`src/rtl/axi_rd_pkg.sv`:
```
// +--------------------------------------------------------------------+
// | axi_rd_pkg : shared types for the AXI read-data responder          |
// | Rev 1.0    : initial release                                       |
// +--------------------------------------------------------------------+
`default_nettype none

package axi_rd_pkg;

  // Width of the data field in the output-FIFO entry; the responder's
  // DATA_WIDTH must match it.
  localparam int unsigned AXI_RD_DATA_WIDTH = 32;

  localparam logic [1:0] RRESP_OKAY   = 2'b00;
  localparam logic [1:0] RRESP_SLVERR = 2'b10;

  typedef enum logic [0:0] {
    IDLE  = 1'b0,
    BURST = 1'b1
  } rd_state_e;

  typedef struct packed {
    logic [AXI_RD_DATA_WIDTH-1:0] data;
    logic [1:0]                   resp;
    logic                         last;
  } rd_entry_t;

endpackage

`default_nettype wire

```
`src/rtl/axi_rd_out_fifo.sv`:
```
// +--------------------------------------------------------------------+
// | axi_rd_out_fifo : 2-entry synchronous FIFO of R-channel beats      |
// | Rev 1.0         : initial release                                  |
// +--------------------------------------------------------------------+
`default_nettype none

module axi_rd_out_fifo
  import axi_rd_pkg::*;
(
  input  logic      clk,
  input  logic      rst,
  input  logic      push,
  input  rd_entry_t push_entry,
  input  logic      pop,
  output rd_entry_t pop_entry,
  output logic      full,
  output logic      empty
);

  rd_entry_t  mem_q [2];
  rd_entry_t  mem_d [2];
  logic       wr_ptr_q, wr_ptr_d;
  logic       rd_ptr_q, rd_ptr_d;
  logic [1:0] cnt_q, cnt_d;
  logic       do_push, do_pop;

  assign full      = (cnt_q == 2'd2);
  assign empty     = (cnt_q == 2'd0);
  assign pop_entry = mem_q[rd_ptr_q];
  assign do_push   = push && !full;
  assign do_pop    = pop && !empty;

  always_comb begin
    mem_d    = mem_q;
    wr_ptr_d = wr_ptr_q;
    rd_ptr_d = rd_ptr_q;
    cnt_d    = cnt_q;
    if (do_push) begin
      mem_d[wr_ptr_q] = push_entry;
      wr_ptr_d        = ~wr_ptr_q;
    end
    if (do_pop) begin
      rd_ptr_d = ~rd_ptr_q;
    end
    case ({do_push, do_pop})
      2'b10:   cnt_d = cnt_q + 2'd1;
      2'b01:   cnt_d = cnt_q - 2'd1;
      default: cnt_d = cnt_q;
    endcase
  end

  always_ff @(posedge clk) begin
    if (rst) begin
      mem_q    <= '{default: '0};
      wr_ptr_q <= 1'b0;
      rd_ptr_q <= 1'b0;
      cnt_q    <= 2'd0;
    end else begin
      mem_q    <= mem_d;
      wr_ptr_q <= wr_ptr_d;
      rd_ptr_q <= rd_ptr_d;
      cnt_q    <= cnt_d;
    end
  end

endmodule

`default_nettype wire

```
`src/rtl/axi_rd_data_responder.sv`:
```
// +--------------------------------------------------------------------+
// | axi_rd_data_responder : turns burst commands into INCR memory      |
// |   reads and returns them as AXI R-channel beats.                   |
// | Optional: AXI_RD_RANGE_CHECK_EN (SLVERR for addr >= MEM_DEPTH)     |
// | Rev 1.0 : initial release                                          |
// +--------------------------------------------------------------------+
`default_nettype none

module axi_rd_data_responder
  import axi_rd_pkg::*;
#(
  parameter int unsigned DATA_WIDTH   = AXI_RD_DATA_WIDTH,
  parameter int unsigned ID_MAX_WIDTH = 12,
  parameter int unsigned ADDR_WIDTH   = 10,
  parameter int unsigned MEM_DEPTH    = 1024
) (
  input  logic                    clk,
  input  logic                    rst,
  input  logic                    cmd_valid,
  output logic                    cmd_ready,
  input  logic [ID_MAX_WIDTH-1:0] cmd_id,
  input  logic [ADDR_WIDTH-1:0]   cmd_addr,
  input  logic [7:0]              cmd_len,
  output logic                    mem_rd_en,
  output logic [ADDR_WIDTH-1:0]   mem_rd_addr,
  input  logic [DATA_WIDTH-1:0]   mem_rd_data,
  output logic                    rvalid,
  input  logic                    rready,
  output logic [ID_MAX_WIDTH-1:0] rid,
  output logic [DATA_WIDTH-1:0]   rdata,
  output logic [1:0]              rresp,
  output logic                    rlast,
  output logic                    ruser
);

  if ((64'(MEM_DEPTH) > (64'd1 << ADDR_WIDTH)) || (DATA_WIDTH != AXI_RD_DATA_WIDTH)) begin : g_cfg_check
    $error("axi_rd_data_responder: MEM_DEPTH or DATA_WIDTH out of range");
  end

  rd_state_e              state_q, state_d;
  logic [ID_MAX_WIDTH-1:0] id_q, id_d;
  logic [ADDR_WIDTH-1:0]   addr_q, addr_d;
  logic [7:0]              rem_q, rem_d;
  logic                    iss_done_q, iss_done_d;
  logic                    infl_q, infl_d;
  logic                    infl_last_q, infl_last_d;
  logic                    infl_err_q, infl_err_d;

  logic       range_err;
  logic       issue;
  logic [1:0] fifo_cnt, occ;
  logic       fifo_full, fifo_empty, fifo_push, fifo_pop;
  logic       rvalid_int, r_hs;
  rd_entry_t  ret_entry, fifo_head, head_entry;

`ifdef AXI_RD_RANGE_CHECK_EN
  assign range_err = ({1'b0, addr_q} >= (ADDR_WIDTH+1)'(MEM_DEPTH));
`else
  assign range_err = 1'b0;
`endif

  // Reads are only launched when every returning word is guaranteed a FIFO slot.
  assign fifo_cnt = {fifo_full, !fifo_full && !fifo_empty};
  assign occ      = fifo_cnt + {1'b0, infl_q};
  assign issue    = !rst && (state_q == BURST) && !iss_done_q && (occ < 2'd2);

  assign mem_rd_en   = issue && !range_err;
  assign mem_rd_addr = addr_q;

  assign ret_entry.data = infl_err_q ? '0 : mem_rd_data;
  assign ret_entry.resp = infl_err_q ? RRESP_SLVERR : RRESP_OKAY;
  assign ret_entry.last = infl_last_q;

  // Returning data bypasses an empty FIFO so the first beat appears at T+2.
  assign head_entry = fifo_empty ? ret_entry : fifo_head;
  assign rvalid_int = !fifo_empty || infl_q;
  assign r_hs       = rvalid && rready;
  assign fifo_push  = infl_q && !(fifo_empty && rready);
  assign fifo_pop   = !fifo_empty && rready;

  assign cmd_ready = !rst && (state_q == IDLE);
  assign rvalid    = !rst && rvalid_int;
  assign rid       = rst ? '0 : id_q;
  assign rdata     = rvalid ? head_entry.data : '0;
  assign rresp     = rvalid ? head_entry.resp : RRESP_OKAY;
  assign rlast     = rvalid && head_entry.last;
  assign ruser     = 1'b0;

  axi_rd_out_fifo u_out_fifo (
    .clk        (clk),
    .rst        (rst),
    .push       (fifo_push),
    .push_entry (ret_entry),
    .pop        (fifo_pop),
    .pop_entry  (fifo_head),
    .full       (fifo_full),
    .empty      (fifo_empty)
  );

  always_comb begin
    state_d     = state_q;
    id_d        = id_q;
    addr_d      = addr_q;
    rem_d       = rem_q;
    iss_done_d  = iss_done_q;
    infl_d      = issue;
    infl_last_d = issue && (rem_q == 8'd0);
    infl_err_d  = issue && range_err;
    if (issue) begin
      addr_d = addr_q + ADDR_WIDTH'(1);
      rem_d  = rem_q - 8'd1;
      if (rem_q == 8'd0) begin
        iss_done_d = 1'b1;
      end
    end
    unique case (state_q)
      IDLE: begin
        if (cmd_valid) begin
          state_d    = BURST;
          id_d       = cmd_id;
          addr_d     = cmd_addr;
          rem_d      = cmd_len;
          iss_done_d = 1'b0;
        end
      end
      BURST: begin
        if (r_hs && head_entry.last) begin
          state_d = IDLE;
        end
      end
      default: state_d = IDLE;
    endcase
  end

  always_ff @(posedge clk) begin
    if (rst) begin
      state_q     <= IDLE;
      id_q        <= '0;
      addr_q      <= '0;
      rem_q       <= 8'd0;
      iss_done_q  <= 1'b0;
      infl_q      <= 1'b0;
      infl_last_q <= 1'b0;
      infl_err_q  <= 1'b0;
    end else begin
      state_q     <= state_d;
      id_q        <= id_d;
      addr_q      <= addr_d;
      rem_q       <= rem_d;
      iss_done_q  <= iss_done_d;
      infl_q      <= infl_d;
      infl_last_q <= infl_last_d;
      infl_err_q  <= infl_err_d;
    end
  end

endmodule

`default_nettype wire

```
`config.mk`:
```
export PLATFORM = sky130hd
export DESIGN_NAME = axi_rd_data_responder
export DESIGN_NICKNAME = d
export VERILOG_FILES = /design/src/rtl/axi_rd_pkg.sv /design/src/rtl/axi_rd_out_fifo.sv /design/src/rtl/axi_rd_data_responder.sv
export SDC_FILE = /design/constraint.sdc
export NUM_CORES = 1
export LEC_CHECK = 0
export ABC_CLOCK_PERIOD_IN_PS = 3210
export CORE_MARGIN = 5
export CORE_UTILIZATION = 45
export CTS_BUF_LIST = sky130_fd_sc_hd__clkbuf_4
export DETAILED_ROUTE_END_ITERATION = 7
export PLACE_DENSITY = 0.74
export SLEW_MARGIN = 40
export SYNTH_ARGS = -nofsm -noshare
export SYNTH_HDL_FRONTEND = slang
export SYNTH_SLANG_ARGS = --single-unit
```
`constraint.sdc`:
```
create_clock -name clk -period 3.21 [get_ports clk]
set_input_delay 0.642 -clock clk [delete_from_list [all_inputs] [get_ports clk]]
set_output_delay 0.642 -clock clk [all_outputs]
set_load 0.02 [all_outputs]
```
==> summary.txt, run 1 <==
Status - finished clean
Cells traversed along the worst timing path - buf_4, mux2i_1, a211oi_1, clkdlybuf4s50_1
Sequential-to-total area share from yosys stat - 0.417
Die Outline Area - 13300 um^2
Max incr delay on CP - 0.64 ns
Clk Latency, worst-skew pair - 0.43 ns
F_max - 328 MHz
Top Ports - 127
Worst-case clock skew - 0.0141 ns
Post-synthesis async set-or-reset flop share - 0
Placeable core region - 10800 um^2
Final-report hold violation count - 0
Net total in the final layout - 759
Leftover overflow at the end of global routing - 0
Critical path capture point type - output port
Number of instances in the synthesized netlist - 591
Mean area per synthesized cell - 8.44 um^2
Antenna cells - 0
Syn-to-layout area delta - 30.0%
Routability-driven placement congestion ratio - 0.753
Arrival time at the worst endpoint - 2.41 ns
Setup repair after global routing missed its margin - false
Post-Route WL - 12200 um
Largest voltage drop on the vdd net - 0.000296 V
Hold bufs inserted after CTS - 0
Slowest stage cell, crit path - clkdlybuf4s50_1
Port Buf Inserts - 123
Largest net degree at the start of global routing - 70
Clock Sinks - 104
Y dimension of the die - 115 um
Core Rows - 38
Root Driver - clkbuf_4
Commonest non-fill, non-tap cell in the layout - clkdlybuf4s50_1
Number of buffer and inverter instances along the worst setup path - 2
Global-route usage over all layers - 0.185
Tightest Pin Transition - 0.717 ns
Initial standard-cell utilization of the core - 0.460
Average routed wire per standard cell - 14.6 um
Die Span X - 115 um
Setup violators final - 0
Number of iterations in the first detailed-routing pass - 4
Critical path peak fanout - 19
CTS H-tree depth - 3
Global-route wire length before repair - 20100 um
TritonCTS clock tree - yes
Setup TNS - 0 ns
CTS Buf Count - 9
Post-synthesis sequential element count - 104
Max-cap violations - 0
Top Family by Delay on Critical Path - buffers and inverters
Number of antenna violations at the first check in global routing - 0
Period minus WS final - 3.05 ns
Via count of the first global-routing pass - 4343
Slew HR - 0.522
Cell Pwr Density - 475 nW/um^2
CP required - 2.57 ns
Remaining number of nets flagged by the antenna check after routing - 0
Half-perimeter wire length after placement - 8570 um
Type of origin of the critical path - flip-flop
DRC - 0
Category of the critical setup timing path - reg2out
Post-Synthesis Cell Area - 4990 um^2
Cell leakage power - 2.45 nW
Synth Warn # - 0
Count of pins over their slew limit - 0
CTS clock-pin slew for the worst setup and hold paths - 0.14 ns
Ratio of final minimum period to clock period - 0.951
Ratio of cells with drive above 1 in the final layout - 0.0649
Yosys cell types - 41
Maximum number of buffers from clock root to sink - 2
Commonest cells after routing, fill and taps aside - clkdlybuf4s50_1 (120), dfxtp_1 (102), nand2_1 (94)
Number of synthesized flops with an enable pin - 0
Vias per cell - 5.29
Initial drt markers - 195
Total number of vias - 4403
Main synth FF type - dfxtp_1
Total design power - 3.08 mW
Class of the worst hold path - reg2reg
cells in the mapped netlist, types with 3 or more instances:
library cell,instances,area share
a211oi_1,47,0.071
a211oi_2,3,0.0075
a21oi_1,49,0.049
and2_1,3,0.0038
and3_1,3,0.0038
buf_1,5,0.0038
buf_2,13,0.013
buf_4,7,0.011
clkbuf_1,26,0.020
dfxtp_1,104,0.42
ha_1,4,0.010
inv_1,4,0.0030
mux2i_1,68,0.14
nand2_1,94,0.071
nand3_1,7,0.0070
nand4_1,6,0.0075
nor2_1,90,0.068
nor2b_1,13,0.016
nor3_1,3,0.0030
nor4_2,4,0.010
xnor2_1,9,0.016
xor2_1,10,0.018
area by class of cell:
type                       count  area (um^2)
fill                        1019         4360
tap                          140          175
inverter                       4         15.0
timing repair buffer         137         1390
multi-input combinational    433         2670
sequential                   104         2080
clock inverter                 6         85.1
clock buffer                   9         67.6
worst min-delay path, delay by kind of cell (launching register included):
kind             cells  cell delay, ns
AND/OR/NAND/NOR      1            0.05
AO/OA/AOI/OAI        1            0.05
flip-flops           1            0.34
sequential cells by signal, summed over array words and instances, names as in the netlist, 2 cells and up:
name / cells
u_out_fifo.mem_q: 66
id_q: 12
mem_rd_addr: 10
rem_q: 8
u_out_fifo.cnt_q: 2
cells by family (layout without fill, tap and decap cells):
family,count (synthesis),in the layout,synth area share
other cells,1,3,0.000752
buf+inv,56,156,0.0522
compound gates,105,105,0.137
mux,69,69,0.139
xor+xnor,19,19,0.0334
fa+ha+maj,4,4,0.0100
simple gates,233,233,0.209
flops,104,104,0.417
path summary, 6_finish.rpt:
check,start,end,cells after the start,slack [ns]
setup reg to reg,u_out_fifo.cnt_q[1],u_out_fifo.cnt_q[1],6,1.11
hold / removal,u_out_fifo.mem_q[41],u_out_fifo.mem_q[41],2,0.46
setup / recovery,u_out_fifo.rd_ptr_q,rdata[0],4,0.16
hold reg to reg,u_out_fifo.mem_q[41],u_out_fifo.mem_q[41],2,0.46
routing by layer:
metal / global-route usage / routed length (um) / part of all wire / vias up
li1: - / - / - / 2211
met5: 0 / 0 / 0 / -
met3: 0.0511 / 879 / 0.072 / 11
met2: 0.322 / 5900 / 0.48 / 118
met1: 0.224 / 5280 / 0.43 / 2063
met4: 0.0501 / 108 / 0.0089 / 0
report_power, final:
| group | total, mW | switching, mW | internal, mW |
|---|---|---|---|
| clock | 0.718 | 0.409 | 0.309 |
| combinational | 0.940 | 0.514 | 0.426 |
| sequential | 1.42 | 0.0628 | 1.35 |
| total | 3.08 | 0.986 | 2.09 |
through the flow:
stage	hold slack [ns]	utilization	setup slack [ns]	instances	cell area, um^2
2_1_floorplan	0.432	-	0.762	593	4990
3_3_place_gp	0.437	0.581	0.357	817	6290
3_5_place_dp	0.446	0.581	0.309	817	6290
4_1_cts	0.466	0.595	0.0344	832	6450
5_1_grt	0.481	0.598	0.00103	833	6480
6_report	0.463	0.598	0.159	833	6480
repair_timing:
action / CTS / global route
endpoints found under the setup margin: 22 / 11
setup buffers: 0 / 1
gates resized for setup: 1 / 3
pin swaps: 0 / 1
endpoints found under the hold margin: 0 / 0
(Power assumes the default switching activity.)
==> run 2: changes to the inputs <==
ABC_AREA = 1   (was default)
==> run 2 against run 1 <==
Via count is 18% higher. Fmax is 0.74% higher. Critical path type unchanged. Global-route usage is 1.5 points higher. Critical path depth is 3 higher.
==> summary.txt, run 2 <==
Y dimension of the die - 117 um (+1.1%)
Largest net degree at the start of global routing - 70 (unchanged)
Global-route usage over all layers - 0.200 (+0.0154)
Die Outline Area - 13600 um^2 (+2.2%)
Share of the core filled with cells in the final layout - 0.581 (-0.0172)
Commonest cells after routing, fill and taps aside - nand2_1 (217), dfxtp_1 (104), clkdlybuf4s50_1 (103)
Cell Pwr Density - 450 nW/um^2 (-5.2%)
Min-Delay Startpoint - u_out_fifo.mem_q[43]
CTS clock-pin slew for the worst setup and hold paths - 0.14 ns (about the same)
Worst setup slack after layout - 0.181 ns (+0.0223 ns)
Number of instances in the synthesized netlist - 762 (+29%)
Antenna cells - 0 (unchanged)
Ranking of synthesized cells by area - dfxtp_1 (41%), nand2_1 (16%), a21oi_1 (8.4%)
CTS Buf Count - 9 (unchanged)
Count of pins over their slew limit - 0 (unchanged)
Post-Synthesis Cell Area - 5110 um^2 (+2.4%)
Setup violators final - 0 (unchanged)
Core Rows - 39 (+2.6%)
Cells traversed along the worst timing path - inv_2, nand3_1, nand2_1, inv_4, o21ai_1, a31oi_1, clkdlybuf4s50_1
F_max - 330 MHz (+0.74%)
Worst-case clock skew - 0.0168 ns (+0.00277 ns)
Number of antenna violations at the first check in global routing - 0 (unchanged)
Vias per cell - 5.18 (-2.0%)
Root Driver - clkbuf_4
Ratio of final minimum period to clock period - 0.944 (-0.00694)
Setup repair after global routing missed its margin - false
Ratio of cells with drive above 1 in the final layout - 0.0489 (-0.0160)
Clock Sinks - 104 (unchanged)
TritonCTS clock tree - yes
Max incr delay on CP - 0.65 ns (about the same)
Status - finished clean
Period minus WS final - 3.03 ns (-0.0223 ns)
Port Buf Inserts - 123 (unchanged)
Clk Latency, worst-skew pair - 0.44 ns (about the same)
Biggest area consumer among synthesized cells - dfxtp_1
Hold endpoint - u_out_fifo.mem_q[43]
Remaining number of nets flagged by the antenna check after routing - 0 (unchanged)
Number of synthesized flops with an enable pin - 0 (unchanged)
Critical path capture point type - output port
Tightest Pin Transition - 0.654 ns (-0.0628 ns)
Average routed wire per standard cell - 13.8 um (-5.4%)
Mean area per synthesized cell - 6.70 um^2 (-21%)
Initial standard-cell utilization of the core - 0.453 (-0.00685)
Post-Route WL - 13800 um (+14%)
Critical path peak fanout - 17 (-2)
Via count of the first global-routing pass - 4979 (+15%)
Commonest non-fill, non-tap cell in the layout - nand2_1
Setup TNS - 0 ns (unchanged)
Post-synthesis sequential element count - 104 (unchanged)
Syn-to-layout area delta - 28.1%
Top Ports - 127 (unchanged)
Hold Path Depth - 2 (unchanged)
Post-synthesis async set-or-reset flop share - 0 (unchanged)
Net total in the final layout - 925 (+22%)
R2r startpoint - u_out_fifo.cnt_q[0]
Final-report hold violation count - 0 (unchanged)
Sequential-to-total area share from yosys stat - 0.408 (-0.00992)
CP required - 2.57 ns (about the same)
Worst R2R Setup Slack - 1.26 ns (+0.15 ns)
Yosys cell types - 30 (-27%)
Maximum number of buffers from clock root to sink - 2 (unchanged)
Leftover overflow at the end of global routing - 0 (unchanged)
Startpoint of the most critical setup path - u_out_fifo.cnt_q[0]
Slowest stage cell, crit path - clkdlybuf4s50_1
Number of buffers inserted by post-CTS setup repair - 0 (unchanged)
Global-route wire length before repair - 22300 um (+11%)
Initial drt markers - 418 (+110%)
Number of iterations in the first detailed-routing pass - 5 (+1)
CTS H-tree depth - 3 (unchanged)
Half-perimeter wire length after placement - 9450 um (+10%)
Post-place setup slack - 0.379 ns (+0.0698 ns)
Portion of synthesized cell area occupied by the leading cell type - 0.408 (-0.00992)
Fin Hold WS - 0.454 ns (-0.00903 ns)
R2r worst-path depth - 10 (+4)
Main synth FF type - dfxtp_1
Arrival time at the worst endpoint - 2.39 ns (-0.02 ns)
Total number of vias - 5191 (+18%)
Hold bufs inserted after CTS - 0 (unchanged)
Total design power - 2.94 mW (-4.3%)
Synth Warn # - 0 (unchanged)
Die Span X - 117 um (+1.1%)
Register with the most flip-flops - u_out_fifo.mem_q
Endpoint of the worst-slack reg-to-reg timing path - u_out_fifo.cnt_q[1]
Category of the critical setup timing path - reg2out
Flip-flop count of the largest register, all copies and words added - 66 (unchanged)
Cell leakage power - 2.74 nW (+12%)
Max-cap violations - 0 (unchanged)
Type of origin of the critical path - flip-flop
DRC - 0 (unchanged)
Placeable core region - 11300 um^2 (+4.0%)
Routability-driven placement congestion ratio - 0.798 (+6.0%)
Commonest cells post-synth - nand2_1 (217), dfxtp_1 (104), a21oi_1 (86)
Slew HR - 0.564 (+0.0418)
Largest voltage drop on the vdd net - 0.000215 V (-27%)
Class of the worst hold path - reg2reg
Library cell with the highest instance count after synthesis - nand2_1
run 2: changes by cell type after synthesis, moves of 7 or more:
cell / before / now
nor2b_1: 13 / 0
inv_1: 4 / 77
o21ai_1: 0 / 27
xor2_1: 10 / 0
nand2_1: 94 / 217
nor2_1: 90 / 36
inv_2: 0 / 7
a211oi_1: 47 / 0
a21oi_1: 49 / 86
a31oi_1: 0 / 35
mux2i_1: 68 / 0
nand3_1: 7 / 24
xnor2_1: 9 / 1
o21ai_0: 1 / 66
run 2: worst max-delay path by stage:
stage | end | cells after the start
finish | rdata[14] | 7
floorplan | rdata[23] | 6
global placement | rdata[0] | 8
detailed placement | rdata[21] | 8
CTS | rdata[21] | 8
global route | rdata[14] | 7
run 2: cell type report:
class	instances	area [um^2]
timing repair buffer	134	1380
tap	143	179
clock buffer	12	90.1
inverter	85	322
fill	1069	4730
sequential	104	2080
clock inverter	3	67.6
multi-input combinational	521	2420
run 2: through the flow:
| step | cells | area (um^2) |
|---|---|---|
| 3_5_place_dp | 987 | 6340 |
| 5_1_grt | 1002 | 6550 |
| 4_1_cts | 1002 | 6500 |
| 3_3_place_gp | 987 | 6340 |
| 6_report | 1002 | 6550 |
| 2_1_floorplan | 764 | 5120 |
run 2: cell families (layout without fill, tap and decap cells):
logic type	after synthesis	count (layout)	synth area share
adders and majority gates	4	4	0.00980
DFF	104	104	0.408
xor gates and xnor gates	1	1	0.00171
and+or+nand+nor	296	296	0.236
buffers and inverters	139	234	0.120
AOI/OAI and AO/OA	217	217	0.224
other	1	3	0.000734
run 2: layer usage:
layer | wire length (um) | GRT usage
met1 | 6090 | 0.246
met2 | 6550 | 0.344
met3 | 953 | 0.0404
met4 | 246 | 0.0795
met5 | 0 | 0
run 2: critical path, delay by kind of cell (launching register included):
kind                   cells  cell delay [ns]
AO/OA/AOI/OAI              2             0.30
AND/OR/NAND/NOR            2             0.27
flip-flops                 1             0.44
buffers and inverters      3             0.95
run 2: repair_timing:
item                       CTS  global route
resized for setup            1            19
cloned                       0             0
setup endpoints to repair   16            19
run 2: where the power goes:
group / total, mW / switching (mW) / internal, mW / leakage, nW
Clock: 0.749 / 0.409 / 0.339 / 0.0836
Sequential: 1.42 / 0.0529 / 1.36 / 0.849
Combinational: 0.778 / 0.455 / 0.323 / 1.81
Total: 2.94 / 0.917 / 2.03 / 2.74
==> run 3: changes to the inputs <==
CORE_UTILIZATION = 50   (was 45)
PLACE_DENSITY = 0.81   (was 0.74)
SKIP_LAST_GASP = 1   (was default)
==> run 3 against run 2 <==
Sequential cell count did not move. Clock skew rose by 0.0079 ns. Cell count fell by 0.20%. Fmax rose by 1.3%. Worst setup slack improved by 0.039 ns. Sequential power barely moved. Utilization rose by 6.3 points. Critical path type unchanged. Clock power fell by 7.9%.
==> summary.txt, run 3 (synthesis results as in run 2) <==
Sequential Power Share - 0.488 (+0.006)
CTS H-tree depth - 3 (unchanged)
Placeable core region - 10100 um^2 (-10%)
Average routed wire per standard cell - 13.9 um (+0.49%)
Final-report hold violation count - 0 (unchanged)
Half-perimeter wire length after placement - 9160 um (-3.0%)
Cells traversed along the worst timing path - inv_2, nand3_1, nand2_1, inv_2, buf_4, o21ai_1, a31oi_1, clkdlybuf4s50_1
Post-Route WL - 13900 um (+0.29%)
Flip-flop count of the largest register, all copies and words added - 66 (unchanged)
Slowest stage cell, crit path - clkdlybuf4s50_1
Clock Sinks - 104 (unchanged)
Cell type with the highest occurrence count on the critical path - inv_2
Status - finished clean
Worst setup slack after layout - 0.220 ns (+0.0390 ns)
Commonest cells after routing, fill and taps aside - nand2_1 (217), clkdlybuf4s50_1 (116), dfxtp_1 (103)
R2r startpoint - u_out_fifo.cnt_q[0]
Maximum number of buffers from clock root to sink - 2 (unchanged)
CTS clock-pin slew for the worst setup and hold paths - 0.16 ns (+0.02 ns)
Via count of the first global-routing pass - 5132 (+3.1%)
Initial standard-cell utilization of the core - 0.504 (+0.0507)
Worst-case clock skew - 0.0248 ns (+0.00793 ns)
CP required - 2.57 ns (about the same)
Ratio of cells with drive above 1 in the final layout - 0.0556 (+0.00666)
Critical path capture point type - output port
Total design power - 2.91 mW (-1.1%)
Max incr delay on CP - 0.64 ns (about the same)
Cell area after placement - 6340 um^2 (about the same)
Design Area, Final - 6530 um^2 (-0.29%)
Antenna cells - 0 (unchanged)
Ratio of final minimum period to clock period - 0.931 (-0.0122)
Top Family by Delay on Critical Path - buffers and inverters
Share of the core filled with cells in the final layout - 0.644 (+0.0631)
Y dimension of the die - 111 um (-4.7%)
Arrival time at the worst endpoint - 2.35 ns (-0.04 ns)
Total number of vias - 5303 (+2.2%)
Cell leakage power - 2.53 nW (-7.5%)
Net total in the final layout - 929 (+0.43%)
Setup violators final - 0 (unchanged)
Class of the worst hold path - reg2reg
Max-cap violations - 0 (unchanged)
Largest net degree at the start of global routing - 70 (unchanged)
Number of iterations in the first detailed-routing pass - 5 (unchanged)
Fin Hold WS - 0.457 ns (+0.00292 ns)
Global-route wire length before repair - 23400 um (+4.9%)
Type of origin of the critical path - flip-flop
Count of pins over their slew limit - 0 (unchanged)
F_max - 334 MHz (+1.3%)
Port Buf Inserts - 123 (unchanged)
Logic gate share of total power - 0.275 (+0.011)
Register with the most flip-flops - u_out_fifo.mem_q
Tightest Pin Transition - 0.652 ns (-0.00261 ns)
Period minus WS final - 2.99 ns (-0.0390 ns)
Commonest non-fill, non-tap cell in the layout - nand2_1
Hold endpoint - u_out_fifo.mem_q[42]
Vias per cell - 5.30 (+2.4%)
Clock power frac - 0.237 (-0.017)
P_sw - 0.962 mW (+4.9%)
Cell Pwr Density - 446 nW/um^2 (-0.80%)
Number of antenna violations at the first check in global routing - 0 (unchanged)
R2r worst-path depth - 10 (unchanged)
Syn-to-layout area delta - 27.7%
CTS Buf Count - 9 (unchanged)
Number of buffer and inverter instances along the worst setup path - 4 (+1)
Hold Path Depth - 2 (unchanged)
Clk Latency, worst-skew pair - 0.45 ns (about the same)
Internal power consumption - 1.95 mW (-3.8%)
Top Ports - 127 (unchanged)
TritonCTS clock tree - yes
Endpoint of the worst-slack reg-to-reg timing path - u_out_fifo.cnt_q[1]
Leftover overflow at the end of global routing - 0 (unchanged)
Root Driver - clkbuf_4
Core Rows - 37 (-5.1%)
Die Outline Area - 12300 um^2 (-9.2%)
Largest voltage drop on the vdd net - 0.000264 V (+23%)
Global-route usage over all layers - 0.220 (+0.0198)
Switching Fraction - 0.330 (+0.0187)
Setup TNS - 0 ns (unchanged)
DRC - 0 (unchanged)
Initial drt markers - 495 (+18%)
Die Span X - 111 um (-4.7%)
Routability-driven placement congestion ratio - 0.823 (+3.1%)
Count of placed standard cells including taps - 983 (-0.41%)
Non-filler instance count after layout - 1000 (-0.20%)
Slew HR - 0.565 (+0.00174)
Post-place setup slack - 0.433 ns (+0.0536 ns)
Remaining number of nets flagged by the antenna check after routing - 0 (unchanged)
Category of the critical setup timing path - reg2out
Worst R2R Setup Slack - 1.31 ns (+0.05 ns)
Min-Delay Startpoint - u_out_fifo.mem_q[42]
Critical path peak fanout - 18 (+1)
-- run 3: cell type report --
type                       instances  area [um^2]
timing repair buffer             138         1380
multi-input combinational        521         2420
inverter                          85          319
sequential                       104         2080
tap                              136          170
clock buffer                       9         67.6
fill                             890         3610
clock inverter                     7         78.8
-- run 3: worst reg2reg max path: stages, from the launching register on --
cell	delay, ns
dfxtp_1	0.43
inv_2	0.10
nand2_2	0.15
clkbuf_16	0.25
nand2_1	0.11
inv_1	0.07
ha_1	0.24
a21oi_1	0.11
o21ai_0	0.12
o21ai_0	0.18
a21oi_1	0.06
-- run 3: worst max path at each step --
| stage | from | end | slack, ns | cells after the start |
|---|---|---|---|---|
| global route | u_out_fifo.cnt_q[0] | rdata[7] | -0.002 | 8 |
| detailed placement | rst | rdata[10] | 0.43 | 8 |
| CTS | infl_q | rdata[31] | 0.14 | 8 |
| finish | u_out_fifo.cnt_q[0] | rdata[15] | 0.22 | 8 |
| global placement | rst | rdata[9] | 0.43 | 8 |
| floorplan | rst | rdata[23] | 1.07 | 6 |
-- run 3: what timing repair did --
action                     CTS  global route
setup endpoints to repair    0            13
hold buffers                 0             0
gates resized for setup      0             7
setup buffers                0             0
-- run 3: power by group through the flow --
stage          combinational (mW)  clock, mW  sequential, mW
3_5_place_dp                0.782          0            1.45
2_1_floorplan               0.463          0            1.45
4_1_cts                     0.785      0.710            1.42
6_report                    0.802      0.690            1.42
3_3_place_gp                0.766          0            1.44
5_1_grt                     0.884      0.765            1.43
-- run 3: routing by layer --
layer  vias to the layer above  routed length (um)  global-route usage
li1                       2661                   -                   -
met1                      2412                6210               0.277
met2                       216                6530               0.381
met3                        14                1000              0.0491
met4                         0                 144              0.0576
met5                         -                   0                   0
